==> src/rtl/gcd_lcm_sched.sv <==
// gcd_lcm_sched: two-requester round-robin front end sharing one
// subtract/swap GCD engine and one restoring divider (LCM = (A/GCD)*B).
// Ports: clock, reset (async active-low), req_valid/req_ready/req_a/req_b
// (two packed requesters), rsp_valid/rsp_ready/rsp_id/rsp_gcd/rsp_lcm/
// rsp_err (single result channel), busy (any state but IDLE).
module gcd_lcm_sched #(
    parameter int WIDTH = 11
) (
    input  logic                 clock,
    input  logic                 reset,
    input  logic [1:0]           req_valid,
    output logic [1:0]           req_ready,
    input  logic [2*WIDTH-1:0]   req_a,
    input  logic [2*WIDTH-1:0]   req_b,
    output logic                 rsp_valid,
    input  logic                 rsp_ready,
    output logic                 rsp_id,
    output logic [WIDTH-1:0]     rsp_gcd,
    output logic [2*WIDTH-1:0]   rsp_lcm,
    output logic                 rsp_err,
    output logic                 busy
);

    localparam int CW = $clog2(WIDTH);

    typedef enum logic [1:0] {
        IDLE = 2'd0,
        GCD  = 2'd1,
        DIV  = 2'd2,
        RESP = 2'd3
    } state_t;

    state_t             state;
    logic               prio;
    logic [WIDTH-1:0]   a, b;
    logic [WIDTH-1:0]   a_orig, b_orig;
    logic               zop;
    logic [WIDTH-1:0]   rem, quot;
    logic [CW-1:0]      cnt;

    logic [1:0]         gnt;
    logic               gid;
    logic [WIDTH-1:0]   sel_a, sel_b;
    logic [WIDTH:0]     shifted, diff;
    logic               qbit;
    logic [WIDTH-1:0]   q_next;
    logic [2*WIDTH-1:0] prod;

    // Priority requester first, the other one only if prio is idle.
    always_comb begin
        gnt = 2'b00;
        if (state == IDLE) begin
            if (req_valid[prio])
                gnt[prio] = 1'b1;
            else if (req_valid[~prio])
                gnt[~prio] = 1'b1;
        end
    end

    assign req_ready = gnt;
    assign gid       = gnt[1];
    assign sel_a     = gid ? req_a[2*WIDTH-1:WIDTH] : req_a[WIDTH-1:0];
    assign sel_b     = gid ? req_b[2*WIDTH-1:WIDTH] : req_b[WIDTH-1:0];

    // One restoring-division step: shift in the next dividend bit
    // (quot doubles as the dividend shift register) and try subtracting g.
    always_comb begin
        shifted = {rem, quot[WIDTH-1]};
        diff    = shifted - {1'b0, rsp_gcd};
        qbit    = (shifted >= {1'b0, rsp_gcd});
        q_next  = {quot[WIDTH-2:0], qbit};
        prod    = {{WIDTH{1'b0}}, q_next} * {{WIDTH{1'b0}}, b_orig};
    end

    assign rsp_valid = (state == RESP);
    assign busy      = (state != IDLE);

    always_ff @(posedge clock or negedge reset) begin
        if (!reset) begin
            state   <= IDLE;
            prio    <= 1'b0;
            a       <= '0;
            b       <= '0;
            a_orig  <= '0;
            b_orig  <= '0;
            zop     <= 1'b0;
            rem     <= '0;
            quot    <= '0;
            cnt     <= '0;
            rsp_id  <= 1'b0;
            rsp_gcd <= '0;
            rsp_lcm <= '0;
            rsp_err <= 1'b0;
        end else begin
            unique case (state)
                IDLE: begin
                    if (|gnt) begin
                        a      <= sel_a;
                        b      <= sel_b;
                        a_orig <= sel_a;
                        b_orig <= sel_b;
                        zop    <= (sel_a == '0) || (sel_b == '0);
                        rsp_id <= gid;
                        prio   <= ~gid;
                        state  <= GCD;
                    end
                end
                GCD: begin
                    if (b == '0) begin
                        rsp_gcd <= a;
                        if (zop) begin
                            // Zero operand: skip the divider, g may be 0.
                            rsp_lcm <= '0;
                            rsp_err <= (a == '0);
                            state   <= RESP;
                        end else begin
                            rem     <= '0;
                            quot    <= a_orig;
                            cnt     <= '0;
                            rsp_err <= 1'b0;
                            state   <= DIV;
                        end
                    end else if (a >= b) begin
                        a <= a - b;
                    end else begin
                        a <= b;
                        b <= a;
                    end
                end
                DIV: begin
                    rem  <= qbit ? diff[WIDTH-1:0] : shifted[WIDTH-1:0];
                    quot <= q_next;
                    cnt  <= cnt + 1'b1;
                    if (cnt == CW'(WIDTH - 1)) begin
                        rsp_lcm <= prod;
                        state   <= RESP;
                    end
                end
                RESP: begin
                    if (rsp_ready)
                        state <= IDLE;
                end
                default: state <= IDLE;
            endcase
        end
    end

endmodule

==> config.mk <==
export PLATFORM = sky130hd
export DESIGN_NAME = gcd_lcm_sched
export DESIGN_NICKNAME = d
export VERILOG_FILES = /design/src/rtl/gcd_lcm_sched.sv
export SDC_FILE = /design/constraint.sdc
export NUM_CORES = 1
export LEC_CHECK = 0
export BUFFER_PORTS_ARGS = -buffer_cell sky130_fd_sc_hd__clkbuf_2
export CAP_MARGIN = 20
export CORE_AREA = 8 8 186 117
export DETAILED_ROUTE_END_ITERATION = 8
export DIE_AREA = 0 0 194 125
export GPL_TIMING_DRIVEN = 0
export PLACE_DENSITY = 0.74
export SLEW_MARGIN = 30
export SYNTH_ARGS = -nofsm -noshare
export SYNTH_HDL_FRONTEND = slang
export SYNTH_SLANG_ARGS = --single-unit
==> constraint.sdc <==
create_clock -name clock -period 8.4 [get_ports clock]
set_clock_uncertainty 0.15 [all_clocks]
set_input_delay 0.84 -clock clock [delete_from_list [all_inputs] [get_ports clock]]
set_output_delay 0.84 -clock clock [all_outputs]
set_load 0.05 [all_outputs]
======== Yosys cells after proc, flatten, opt, wreduce, memory -nomap -nowiden ========
Index checks and enable logic that the tools add are counted.
W data, S select, Z words.
storage, ports and cells
  output and inout port bits .............. 39
  register bits after elaboration ......... 109
  logic and storage cells ................. 99
operators by class
  $add $sub $neg .......................... 3
  muxes and demuxes ....................... 42
  $mul .................................... 1
  bitwise gates (word level) .............. 2
  eq/ne operators ......................... 12
  reduce and logical (&&, ||, !) cells .... 19
  $lt $le $gt $ge ......................... 6
operators by type and width
  kind                   number
  $mux W11               13
  $pmux W11 S2           4
  $mux W22               3
  $logic_not A11 Y1      4
  $pmux W22 S2           1
  $mul A11 B11 Y22       1
  $sub A11 B11 Y11       2
  $mux W2                7
  $ge A12 B11 Y1         1
  $ne A2 B2 Y1 const B   6
  $reduce_and A4 Y1      3
  $ge A11 B11 Y1         1
  $mux W1                8
  $mux W4                2
  $pmux W2 S4            1
  $pmux W4 S2            1
  $reduce_and A3 Y1      2
  $reduce_bool A2 Y1     3
  $add A4 B1 Y4 const B  1
  $eq A2 B2 Y1 const B   2
  $eq A4 B4 Y1 const B   1
  $lt A1 B2 Y1 const B   2
  $ne A2 B1 Y1 const B   2
  $reduce_and A2 Y1      2
  8 further kinds        12

======== Depth between registers and ports, before layout ========
  word-level depth ........................ 11
  gate-level depth with buffers ........... 28
  mapped depth without buffers ............ 26

======== Least setup slack after synthesis ========
OpenSTA, ideal clock, no wires.
  kind .................................... register to register
  start point ............................. reg rsp_gcd[0]
  end point ............................... reg rsp_lcm[21]
  arrival time ............................ 6618 ps
  path buffers ............................ 2
  setup time .............................. 128 ps
  slack ................................... 1504 ps
  cell stages (with the launch flop) ...... 24
  cell sequence ........................... dfrtp_1 -> ha_1 -> fa_1 -> nor2b_1 -> o21a_1 -> o311ai_1 -> a22oi_2 -> clkbuf_1 -> nand2_1 -> fa_1 -> fa_1 -> fa_1 -> fa_1 -> fa_1 -> inv_1 -> ha_1 -> clkbuf_1 -> a2111oi_0 -> o21ai_0 -> a21oi_1 -> o21bai_1 -> o22a_1 -> xnor2_1 -> o21ai_0
between the ends
  longest elaborated chain between the ends .. 4
RTL lines
  what                    line  RTL
  from (decl)             18    output logic [WIDTH-1:0] rsp_gcd,
  from (signal assigned)  91    rsp_gcd <= '0;
  from (signal assigned)  110   rsp_gcd <= a;
  $ge A12 B11 Y1          70    qbit = (shifted >= {1'b0, rsp_gcd});
  $mul A11 B11 Y22        72    prod = {{WIDTH{1'b0}}, q_next} * {{WIDTH{1'b0}}, b_orig};
  $mux W22                134   if (cnt == CW'(WIDTH - 1)) begin
  $pmux W22 S2            95    unique case (state)
  to (signal assigned)    135   rsp_lcm <= prod;
  to (decl)               19    output logic [2*WIDTH-1:0] rsp_lcm,
No other way between the ends. The select of a mux whose other input is x is not followed.
A chain may end at the register's enable or synchronous reset.

======== Final worst setup path ========
Ends and elaborated chain as after synthesis.

==> flow_summary.json <==
{
  "drv_slew": 0,
  "fin_crit_sh_pct": 91.3,
  "r2r-end": "rsp_lcm[21]",
  "nNetsFinal": 1496,
  "crit_slowest_cell": "fa_1",
  "cts_hold_buf": 0,
  "drive_gt1_share_pct": 9.99,
  "clock_sinks": 109,
  "ys_types": 60,
  "overflow": 0,
  "first_pass_iters": 8,
  "critPathMaxStageDelay_ns": 0.54,
  "path_cells": "ha_1 > fa_1 > nor2b_1 > o21a_1 > o311ai_1 > a22oi_2 > clkbuf_1 > nand2_1 > fa_1 > fa_1 > fa_1 > fa_1 > fa_1 > inv_1 > ha_1 > clkbuf_1 > a2111oi_0 > o21ai_0 > a21oi_1 > o21bai_1 > o22a_1 > xnor2_1 > o21ai_0",
  "arrival_ns": 7.76,
  "antenna_cells": 0,
  "hold_class": "primary input to asynchronous set/reset pin",
  "ys.flop_type": "dfrtp_1",
  "numCtsBuffers": 9,
  "synth_area_um2": 10300,
  "worst_pin_slew_ns": 0.833,
  "cts_root_buf": "clkbuf_16",
  "rows": 40,
  "path_class": "register to register",
  "worstPathMaxFanout": 10,
  "hold_viol": 0,
  "layout_min_cycle_time_ns": 7.67,
  "r2r_cells": 23,
  "htree_levels": 3,
  "synth_cells": 1177,
  "grt_pass1_vias": 8769,
  "coreArea_um2": 19300,
  "place.gp.congestion": 0.974,
  "synth_edf_count": 0,
  "layoutNonFillerInstCount": 1533,
  "drv_cap": 0,
  "portBuffers": 87,
  "reg2reg_from": "rsp_gcd[0]",
  "relSlewSlack_pct": 43.9,
  "via_count": 8922,
  "layout_common_cells": "nand2_1, inv_1, dfrtp_1",
  "ys_seq_elements": 109,
  "syn_nets": 1397,
  "dp.cells": 1517,
  "grt_usage_pct": 23.8,
  "finalSetupViolCount": 0,
  "path_clk_slew_ns": 0.08,
  "dp.final_hpwl_um": 23100,
  "pin_count": 88,
  "drc": 0,
  "cts_tree": "done",
  "reg2reg_slack_ns": 0.73,
  "antenna_found_initial": 0,
  "async_reset_ff_share_pct": 100,
  "yosysSeqAreaShare_pct": 26.6,
  "cts_resized": 0,
  "rsz0062_at_grt": "no",
  "avgSynthCellArea_um2": 8.73,
  "initial_core_util_pct": 53.2,
  "layout_commonest_cell": "nand2_1",
  "wl_per_cell_um": 18.5,
  "ys_warn_count": 0,
  "tns_ns": 0,
  "critPathRequiredTime_ns": 8.49,
  "drt_iter0_drc": 970,
  "cp-startpoint": "rsp_gcd[0]",
  "clk-insertion-delay-late_ns": 0.37,
  "area_delta_synth_final_pct": 10.6,
  "status": "finished clean",
  "fp.dieArea_um2": 24300,
  "ant_nets": 0,
  "routed_wl_um": 28300,
  "routed_via_density": 5.82,
  "cts_setup_buffers": 0,
  "fmax_ghz": 0.130,
  "critPathMostFrequentCell": "fa_1",
  "grt_max_degree": 81,
  "startpoint_type": "register",
  "cts_max_path_buffers": 2,
  "die_x_um": 194,
  "end_kind": "register",
  "die_h_um": 125,
  "crit_end": "rsp_lcm[21]",
  "grt_first_pass_wirelength_um": 46600,
  "nFillCells": 1752
}
area by class of cell:
type                       instances  area, um2  share of cell area [%]
multi-input combinational        854       6710                    59.0
sequential                       109       2730                    24.0
inverter                         155        582                    5.12
timing repair buffer              88        472                    4.15
tap                              252        315                    2.77
buffer                            59        251                    2.21
clock buffer                      10        239                    2.10
clock inverter                     6       67.6                   0.594
cells by family after synthesis:
logic type | after synthesis | share of synthesized area [%]
mux | 44 | 4.29
compound gates | 254 | 15.7
fa+ha+maj | 171 | 26.8
simple gates | 358 | 16.2
xor+xnor | 27 | 2.30
flops | 109 | 26.6
buf+inv | 214 | 8.11
state kept, by name, indices dropped and copies added (netlist names):
signal / flops
rem: 11
b_orig: 11
b: 11
cnt: 4
a: 11
rsp_gcd: 11
a_orig: 11
rsp_err: 1
prio: 1
state: 2
rsp_id: 1
zop: 1
rsp_lcm: 22
quot: 11
synth_stat cells, types with 3 or more instances:
master,instances,area [um2]
nand2_1,184,691
inv_1,155,582
dfrtp_1,109,2730
o21ai_0,99,495
ha_1,89,1110
fa_1,82,1640
and2_1,49,307
clkbuf_1,49,184
a21oi_1,45,225
mux2i_1,44,440
nor2_1,35,131
nand3_1,22,110
nor3_1,20,100
o22ai_1,16,100
xor2_1,14,123
o31ai_1,13,97.6
xnor2_1,13,114
o21a_1,12,90.1
nor4_1,11,68.8
a222oi_1,8,80.1
a31oi_1,8,50.1
nor2b_1,8,50.1
a211oi_1,7,52.6
a21o_1,7,52.6
nand4_1,7,43.8
buf_2,6,30.0
o211ai_1,5,37.5
a221oi_1,4,35.0
nand2b_1,4,25.0
o21bai_1,4,30.0
a211o_1,3,26.3
and3_1,3,18.8
buf_6,3,33.8
o21ai_1,3,15.0
or3_1,3,18.8
per-stage QoR:
step / utilization, % / hold slack (ns) / cell area, um2 / setup slack (ns)
after floorplan: - / 0.295 / 10300 / 1.50
after global placement: 57.1 / 0.300 / 11000 / 0.701
after detailed placement: 57.2 / 0.306 / 11100 / 0.853
after CTS: 58.8 / 0.210 / 11400 / 0.810
after global routing: 58.8 / 0.219 / 11400 / 0.317
final: 58.8 / 0.205 / 11400 / 0.735
layer usage:
layer	part of all wire [%]	up-vias	track usage [%]	wire length (um)
met5	0	-	0	0
met4	0.96	0	3.94	271
met3	10	25	7.18	2920
met2	40	371	33.5	11400
met1	48	4368	35.7	13700
li1	-	4158	-	-
worst min path at each step:
stage | startpoint | end | slack (ns) | depth (start not counted)
6_report | reset | rem[9] | 0.21 | 1
5_1_grt | reset | rem[9] | 0.22 | 1
4_1_cts | reset | rem[9] | 0.21 | 1
3_5_place_dp | rsp_lcm[3] | rsp_lcm[3] | 0.31 | 2
3_3_place_gp | rsp_lcm[3] | rsp_lcm[3] | 0.30 | 2
2_1_floorplan | a_orig[0] | a_orig[0] | 0.29 | 2
worst max-delay path: cells and delay by family, from the launching register on:
kind,cells,cell delay [ns]
adders and majority gates,8,3.59
and+or+nand+nor,2,0.27
DFF,1,0.43
buffers and inverters,3,0.64
xor gates and xnor gates,1,0.18
AOI/OAI and AO/OA,9,2.27
Power is not shown: default switching activity piles up to over one toggle a cycle in this logic, so the estimate is an artifact.
